## config.mk

```make
export PLATFORM = sky130hd
export DESIGN_NAME = uart_tx_unit
export DESIGN_NICKNAME = d
export VERILOG_FILES = /design/src/rtl/uart_tx_unit.sv
export SDC_FILE = /design/constraint.sdc
export NUM_CORES = 1
export LEC_CHECK = 0
export ABC_CLOCK_PERIOD_IN_PS = 6000
export BUFFER_PORTS_ARGS = -buffer_cell sky130_fd_sc_hd__buf_4
export CAP_MARGIN = 10
export CORE_MARGIN = 8
export CORE_UTILIZATION = 40
export CTS_CLUSTER_SIZE = 30
export DETAILED_ROUTE_END_ITERATION = 16
export PLACE_DENSITY_LB_ADDON = 0.12
export SYNTH_ARGS = -nofsm -noshare
export SYNTH_HDL_FRONTEND = slang
export SYNTH_SLANG_ARGS = --single-unit
```

## constraint.sdc

```tcl
create_clock -name clk -period 6 [get_ports clk]
set_clock_uncertainty 0.15 [all_clocks]
set_input_delay 1.5 -clock clk [delete_from_list [all_inputs] [get_ports clk]]
set_output_delay 1.5 -clock clk [all_outputs]
set_load 0.005 [all_outputs]
```

## src/rtl/uart_tx_unit.sv

```systemverilog
// uart_tx_unit: FIFO-buffered UART transmitter driven by a 16x oversampling tick.
// Optional feature: define UART_TX_PARITY_EN to insert an even-parity bit before the stop bit.
`timescale 1ns/1ps
module uart_tx_unit #(
    parameter int unsigned DBIT    = 8,
    parameter int unsigned SB_TICK = 16,
    parameter int unsigned DVSR    = 163,
    parameter int unsigned FIFO_W  = 2
) (
    input  logic            clk,
    input  logic            reset,
    input  logic            wr_uart,
    input  logic [DBIT-1:0] w_data,
    output logic            tx_full,
    output logic            tx_empty,
    output logic            tx_done_tick,
    output logic            tx
);
    localparam int unsigned DEPTH  = 2 ** FIFO_W;
    localparam int unsigned CNT_W  = FIFO_W + 1;
    localparam int unsigned BAUD_W = (DVSR > 1) ? $clog2(DVSR) : 1;
    localparam int unsigned TICK_W = $clog2((SB_TICK > 16) ? SB_TICK : 16);
    localparam int unsigned BIT_W  = (DBIT > 1) ? $clog2(DBIT) : 1;

    typedef enum logic [2:0] {
        IDLE,
        START,
        DATA,
`ifdef UART_TX_PARITY_EN
        PARITY,
`endif
        STOP
    } state_t;

    state_t              state_q, state_n;
    logic [BAUD_W-1:0]   baud_q;
    logic                s_tick;
    logic [TICK_W-1:0]   tick_q, tick_n;
    logic [BIT_W-1:0]    bit_q, bit_n;
    logic [DBIT-1:0]     shift_q, shift_n;
    logic                tx_q, tx_n;
    logic                done_q, done_n;
`ifdef UART_TX_PARITY_EN
    logic                parity_q, parity_n;
`endif

    logic [DBIT-1:0]     mem [DEPTH];
    logic [FIFO_W-1:0]   wr_ptr_q, rd_ptr_q;
    logic [CNT_W-1:0]    count_q, count_n;
    logic                full_q, empty_q;
    logic                push, pop;
    logic                fifo_has_data;

    // Free-running oversampling tick generator
    always_ff @(posedge clk or negedge reset) begin
        if (!reset) begin
            baud_q <= '0;
        end else if (baud_q == BAUD_W'(DVSR - 1)) begin
            baud_q <= '0;
        end else begin
            baud_q <= baud_q + BAUD_W'(1);
        end
    end

    assign s_tick = (baud_q == BAUD_W'(DVSR - 1));

    // FIFO occupancy bookkeeping; a write while full is dropped even if a pop happens
    always_comb begin
        push          = wr_uart & ~full_q;
        fifo_has_data = (count_q != '0);
        count_n       = count_q + CNT_W'(push) - CNT_W'(pop);
    end

    // FIFO storage (no reset needed: occupancy gates every read)
    always_ff @(posedge clk) begin
        if (push) begin
            mem[wr_ptr_q] <= w_data;
        end
    end

    // FIFO pointers, occupancy and registered status flags
    always_ff @(posedge clk or negedge reset) begin
        if (!reset) begin
            wr_ptr_q <= '0;
            rd_ptr_q <= '0;
            count_q  <= '0;
            full_q   <= 1'b0;
            empty_q  <= 1'b1;
        end else begin
            if (push) wr_ptr_q <= wr_ptr_q + FIFO_W'(1);
            if (pop)  rd_ptr_q <= rd_ptr_q + FIFO_W'(1);
            count_q  <= count_n;
            full_q   <= (count_n == CNT_W'(DEPTH));
            empty_q  <= (count_n == '0) && (state_n == IDLE);
        end
    end

    // Serializer state register
    always_ff @(posedge clk or negedge reset) begin
        if (!reset) begin
            state_q  <= IDLE;
            tick_q   <= '0;
            bit_q    <= '0;
            shift_q  <= '0;
            tx_q     <= 1'b1;
            done_q   <= 1'b0;
`ifdef UART_TX_PARITY_EN
            parity_q <= 1'b0;
`endif
        end else begin
            state_q  <= state_n;
            tick_q   <= tick_n;
            bit_q    <= bit_n;
            shift_q  <= shift_n;
            tx_q     <= tx_n;
            done_q   <= done_n;
`ifdef UART_TX_PARITY_EN
            parity_q <= parity_n;
`endif
        end
    end

    // Serializer next state; tx is decoded from the next state so the line changes with the state
    always_comb begin
        state_n  = state_q;
        tick_n   = tick_q;
        bit_n    = bit_q;
        shift_n  = shift_q;
        done_n   = 1'b0;
        pop      = 1'b0;
        tx_n     = 1'b1;
`ifdef UART_TX_PARITY_EN
        parity_n = parity_q;
`endif
        case (state_q)
            IDLE: begin
                if (fifo_has_data) begin
                    shift_n  = mem[rd_ptr_q];
                    pop      = 1'b1;
                    tick_n   = '0;
                    state_n  = START;
`ifdef UART_TX_PARITY_EN
                    parity_n = ^mem[rd_ptr_q];
`endif
                end
            end
            START: begin
                if (s_tick) begin
                    if (tick_q == TICK_W'(15)) begin
                        tick_n  = '0;
                        bit_n   = '0;
                        state_n = DATA;
                    end else begin
                        tick_n = tick_q + TICK_W'(1);
                    end
                end
            end
            DATA: begin
                if (s_tick) begin
                    if (tick_q == TICK_W'(15)) begin
                        tick_n  = '0;
                        shift_n = shift_q >> 1;
                        if (bit_q == BIT_W'(DBIT - 1)) begin
`ifdef UART_TX_PARITY_EN
                            state_n = PARITY;
`else
                            state_n = STOP;
`endif
                        end else begin
                            bit_n = bit_q + BIT_W'(1);
                        end
                    end else begin
                        tick_n = tick_q + TICK_W'(1);
                    end
                end
            end
`ifdef UART_TX_PARITY_EN
            PARITY: begin
                if (s_tick) begin
                    if (tick_q == TICK_W'(15)) begin
                        tick_n  = '0;
                        state_n = STOP;
                    end else begin
                        tick_n = tick_q + TICK_W'(1);
                    end
                end
            end
`endif
            STOP: begin
                if (s_tick) begin
                    if (tick_q == TICK_W'(SB_TICK - 1)) begin
                        done_n  = 1'b1;
                        state_n = IDLE;
                    end else begin
                        tick_n = tick_q + TICK_W'(1);
                    end
                end
            end
            default: begin
                state_n = IDLE;
            end
        endcase

        case (state_n)
            START:   tx_n = 1'b0;
            DATA:    tx_n = shift_n[0];
`ifdef UART_TX_PARITY_EN
            PARITY:  tx_n = parity_n;
`endif
            default: tx_n = 1'b1;
        endcase
    end

    assign tx           = tx_q;
    assign tx_done_tick = done_q;
    assign tx_full      = full_q;
    assign tx_empty     = empty_q;

endmodule
```

==> out/qor.txt <==
RUN STATUS
--------------------------------------------------------------------------------------------------
Outcome                                                                                  completed

CTS
--------------------------------------------------------------------------------------------------
Post-CTS setup buffer count                                                                      0
Clock transition time at the flip-flop clock pins of the worst setup and hold paths        0.08 ns
Clk Tree Root Cell                                                                    sky130_fd_sc_hd__clkbuf_8
TritonCTS Sinks                                                                                 69
TritonCTS clock tree                                                                         built
H-tree levels                                                                                    3
Number of buffers created by CTS                                                                 9
Number of resized instances in the post-cts repair step                                          0
Cts-stage hold buffer count                                                                      0
Clock Latency Late Sink                                                                    0.34 ns
Maximum buffer depth of the clock tree                                                           2

PLACE
--------------------------------------------------------------------------------------------------
Cell count after placement                                                                     325
Final HPWL from detailed placement                                                         3370 um
Post-Place Cell Area                                                                    3260 sq um
GPL Wtd Cong                                                                                 0.670
Port Buf Inserts                                                                                14

FLOORPLANNING
--------------------------------------------------------------------------------------------------
I/O pin cnt                                                                                     15
Die outline area                                                                       10700 sq um
Number of placement rows                                                                        32
Initial core utilization                                                                     0.404
Core region area                                                                        7570 sq um
DIE WIDTH                                                                                   103 um
Vertical die dimension                                                                      103 um

TIMING
--------------------------------------------------------------------------------------------------
Smallest hold slack                                                                       0.332 ns
Unrepaired setup endpoints after global routing                                                 no
Hold Vio Cnt, Final                                                                              0
Max Clk Rate                                                                               273 MHz
Part of the cycle the worst path needs                                                       0.610
Setup TNS after final layout                                                                  0 ns
Slew Limit Headroom                                                                          0.600
Tightest Pin Transition                                                                   0.601 ns
Final number of max-transition violations                                                        0
Post-layout minimum cycle time                                                             3.66 ns
Setup Viol. Count Final                                                                          0

RUN
--------------------------------------------------------------------------------------------------
Count of max-cap constraint violations                                                           0

SYNTH
--------------------------------------------------------------------------------------------------
Combinational family with the most area after synthesis                               simple AND/OR/NAND/NOR gates
Post-synth design cell area                                                             3060 sq um
YS warnings                                                                                      0
Number of instances in the synthesized netlist                                                 216
Share of synthesized flip-flops with an asynchronous set or reset                            0.536
Syn Nets                                                                                       239
Most frequently used cell type in the post-synthesis netlist                          sky130_fd_sc_hd__dfrtp_1
Predominant post-synthesis flop cell                                                  sky130_fd_sc_hd__dfrtp_1
Number of library cell types mapped by synthesis                                                49
Mean area per synthesized cell                                                          14.2 sq um
Top area cells in the synthesized netlist                                             sky130_fd_sc_hd__edfxtp_1 31%, sky130_fd_sc_hd__dfrtp_1 29%, sky130_fd_sc_hd__mux4_2 5.9%
Area fraction in and, or, nand and nor cells after synthesis                                 0.114
Cell types with the highest counts after synthesis                                    35 x sky130_fd_sc_hd__dfrtp_1, 32 x sky130_fd_sc_hd__edfxtp_1, 13 x sky130_fd_sc_hd__nor2_1, 12 x sky130_fd_sc_hd__inv_1, 11 x sky130_fd_sc_hd__ha_1
Proportion of synthesized area in mux cells                                                 0.0732
Adder and majority cell fraction of the synthesized area                                    0.0515
Total of flip-flops plus latches after synthesis                                                69
Complex-gate fraction of the synthesized area                                               0.0814
Number of synthesized flops with an enable pin                                                  32
Sequential cell area fraction in the yosys report                                            0.617
Share of the synthesized area in the top cell type                                           0.314
Synthesized-area fraction occupied by xor and xnor cells                                    0.0315
Cell type contributing the most total cell area after synthesis                       sky130_fd_sc_hd__edfxtp_1

GRT
--------------------------------------------------------------------------------------------------
Antenna violations before repair                                                                 0
Global-route wire length before repair                                                     8590 um
Number of global-route vias before repair                                                     1751
GR Overflow Total                                                                                0
Combined global-route utilization of all metal layers                                        0.109
Pin count of the biggest net entering global routing                                            38

DRT
--------------------------------------------------------------------------------------------------
DR DRC count                                                                                     0
Remaining antenna violation count                                                                0
WL/cell                                                                                    14.7 um
Ratio of routed vias to standard cells                                                        4.90
First-pass iteration count of the detailed router                                                4
Starting DRC count in detailed routing                                                          36
Overall routed net length                                                                  5020 um
Via total after detailed routing                                                              1670

SETUP PATH
--------------------------------------------------------------------------------------------------
CP startpoint kind                                                                       input pin
Most common cell type on the critical path                                            sky130_fd_sc_hd__inv_1
Chain of cells forming the critical path                                              buf_4 -> nor2b_1 -> inv_1 -> ha_1 -> inv_1 -> ha_1 -> inv_1 -> fa_1 -> xor2_1 -> xnor2_1 -> inv_1 -> or3_1 -> nor3_1
Largest stage delay on the critical path                                                   0.38 ns
Crit-path max FO                                                                                 8
Req. time, crit path                                                                       6.12 ns
Critical Setup Path Class                                                                in -> reg
Cell with the largest stage delay on the worst path                                   sky130_fd_sc_hd__nor2b_1
Type of element capturing the critical path                                              flip-flop
Worst endpoint data arrival time                                                           3.77 ns

POWER AND IR DROP
--------------------------------------------------------------------------------------------------
Clock network fraction of design power                                                       0.251
Net switching power figure                                                                0.404 mW
Flop pwr share                                                                               0.518
Switching power share of the total                                                           0.307
Power per standard cell area                                                           384 nW/um^2
Maximum vdd ir drop                                                                         192 uV
Leakage                                                                                    1.40 nW
Part of the power in combinational logic                                                     0.232
P_int                                                                                     0.912 mW

LAYOUT
--------------------------------------------------------------------------------------------------
Count of nets after finishing                                                                  257
Filler Cell Count                                                                              696
Layout area overhead                                                                         12.1%
Antenna cell count                                                                               0
Ratio of cells with drive above 1 in the final layout                                        0.218
Post-route cell area                                                                    3430 sq um
Final instance count without filler cells                                                      341
Final core area utilization                                                                  0.453

MIN PATH
--------------------------------------------------------------------------------------------------
Classification of the worst-slack hold path                                             reg -> reg

==> worst max-delay path, delay by kind of cell <==
family                     cells  cell delay (ns)
xor gates and xnor gates       2             0.33
and+or+nand+nor                3             0.81
buffers and inverters          5             0.33
adders and majority gates      3             0.79
==> flip-flops by register name, summed over array words and instances (netlist names) <==
signal / count
shift_q: 8
wr_ptr_q: 2
rd_ptr_q: 2
baud_q: 8
tx_done_tick: 1
state_q: 3
bit_q: 3
count_q: 3
mem: 32
tx_empty: 1
tx: 1
tx_full: 1
tick_q: 4
==> cell type report <==
| cell class | instances | area [sq um] | area share |
|---|---|---|---|
| multi-input cells | 126 | 1080 | 0.315 |
| inverters | 14 | 52.6 | 0.0153 |
| flip-flops and latches | 69 | 1890 | 0.551 |
| repair buffers | 14 | 105 | 0.0306 |
| well taps | 102 | 128 | 0.0372 |
| clock inverters | 7 | 50.0 | 0.0146 |
| clock buffers | 9 | 124 | 0.0361 |
==> path summary, 6_finish.rpt <==
kind | end | start | cells past startpoint | slack, ns
max | tx_empty | wr_uart | 13 | 2.34
min | shift_q[4] | shift_q[4] | 1 | 0.33
max reg2reg | tx_empty | state_q[2] | 12 | 2.60
min reg2reg | shift_q[4] | shift_q[4] | 1 | 0.33
max in group asynchronous | tx | reset | 1 | 4.36
min in group asynchronous | baud_q[3] | reset | 1 | 0.96
==> layout by cell type, fill, tap and decap left out, types with 2 or more instances in the layout <==
cell type                    instances
sky130_fd_sc_hd__nand2_1            10
sky130_fd_sc_hd__nor2b_1             2
sky130_fd_sc_hd__xor2_1              3
sky130_fd_sc_hd__and3_1              4
sky130_fd_sc_hd__edfxtp_1           32
sky130_fd_sc_hd__mux2_1              2
sky130_fd_sc_hd__nor3_1              5
sky130_fd_sc_hd__dfrtp_1            35
sky130_fd_sc_hd__or3_1               2
sky130_fd_sc_hd__buf_4              14
sky130_fd_sc_hd__inv_6               2
sky130_fd_sc_hd__nand3_1             7
sky130_fd_sc_hd__mux4_2              8
sky130_fd_sc_hd__clkbuf_8            9
sky130_fd_sc_hd__and2_1              4
sky130_fd_sc_hd__nor2_1             13
sky130_fd_sc_hd__o21ai_0             6
sky130_fd_sc_hd__clkinv_2            2
sky130_fd_sc_hd__a22o_1              7
sky130_fd_sc_hd__a21oi_1             3
sky130_fd_sc_hd__dfstp_2             2
sky130_fd_sc_hd__and4_1              2
sky130_fd_sc_hd__xnor2_1             8
sky130_fd_sc_hd__ha_1               11
sky130_fd_sc_hd__clkinvlp_4          3
sky130_fd_sc_hd__inv_1              12
sky130_fd_sc_hd__inv_2               2
sky130_fd_sc_hd__a21o_1              6
==> logic make-up (layout without fill, tap and decap cells) <==
| group | count (synthesis) | after routing |
|---|---|---|
| adders and majority gates | 12 | 12 |
| AOI/OAI and AO/OA | 31 | 31 |
| xor gates and xnor gates | 11 | 11 |
| muxes | 12 | 12 |
| other | 1 | 1 |
| DFF | 69 | 69 |
| and+or+nand+nor | 59 | 59 |
| buffers and inverters | 21 | 44 |
==> metrics by stage <==
step                      setup slack (ns)  total power, mW
after floorplan                       2.25            0.922
after detailed placement              1.96             1.01
after CTS                             2.32             1.34
final                                 2.34             1.32
after global placement                2.02             1.00
after global routing                  2.07             1.41
==> metal layers <==
metal,up-vias,GRT usage,part of all wire
met5,-,0,0
met4,0,0.0534,0.019
met3,7,0.0382,0.034
met2,23,0.169,0.47
met1,819,0.133,0.48
li1,821,-,-
==> power by group through the flow <==
| stage | registers (mW) | logic [mW] | clock network [mW] |
|---|---|---|---|
| after global placement | 0.694 | 0.308 | 0 |
| after detailed placement | 0.693 | 0.313 | 0 |
| after CTS | 0.685 | 0.314 | 0.346 |
| after floorplan | 0.645 | 0.277 | 0 |
| final | 0.681 | 0.305 | 0.330 |
| after global routing | 0.696 | 0.351 | 0.366 |
Power figures use the tool's default switching activity.
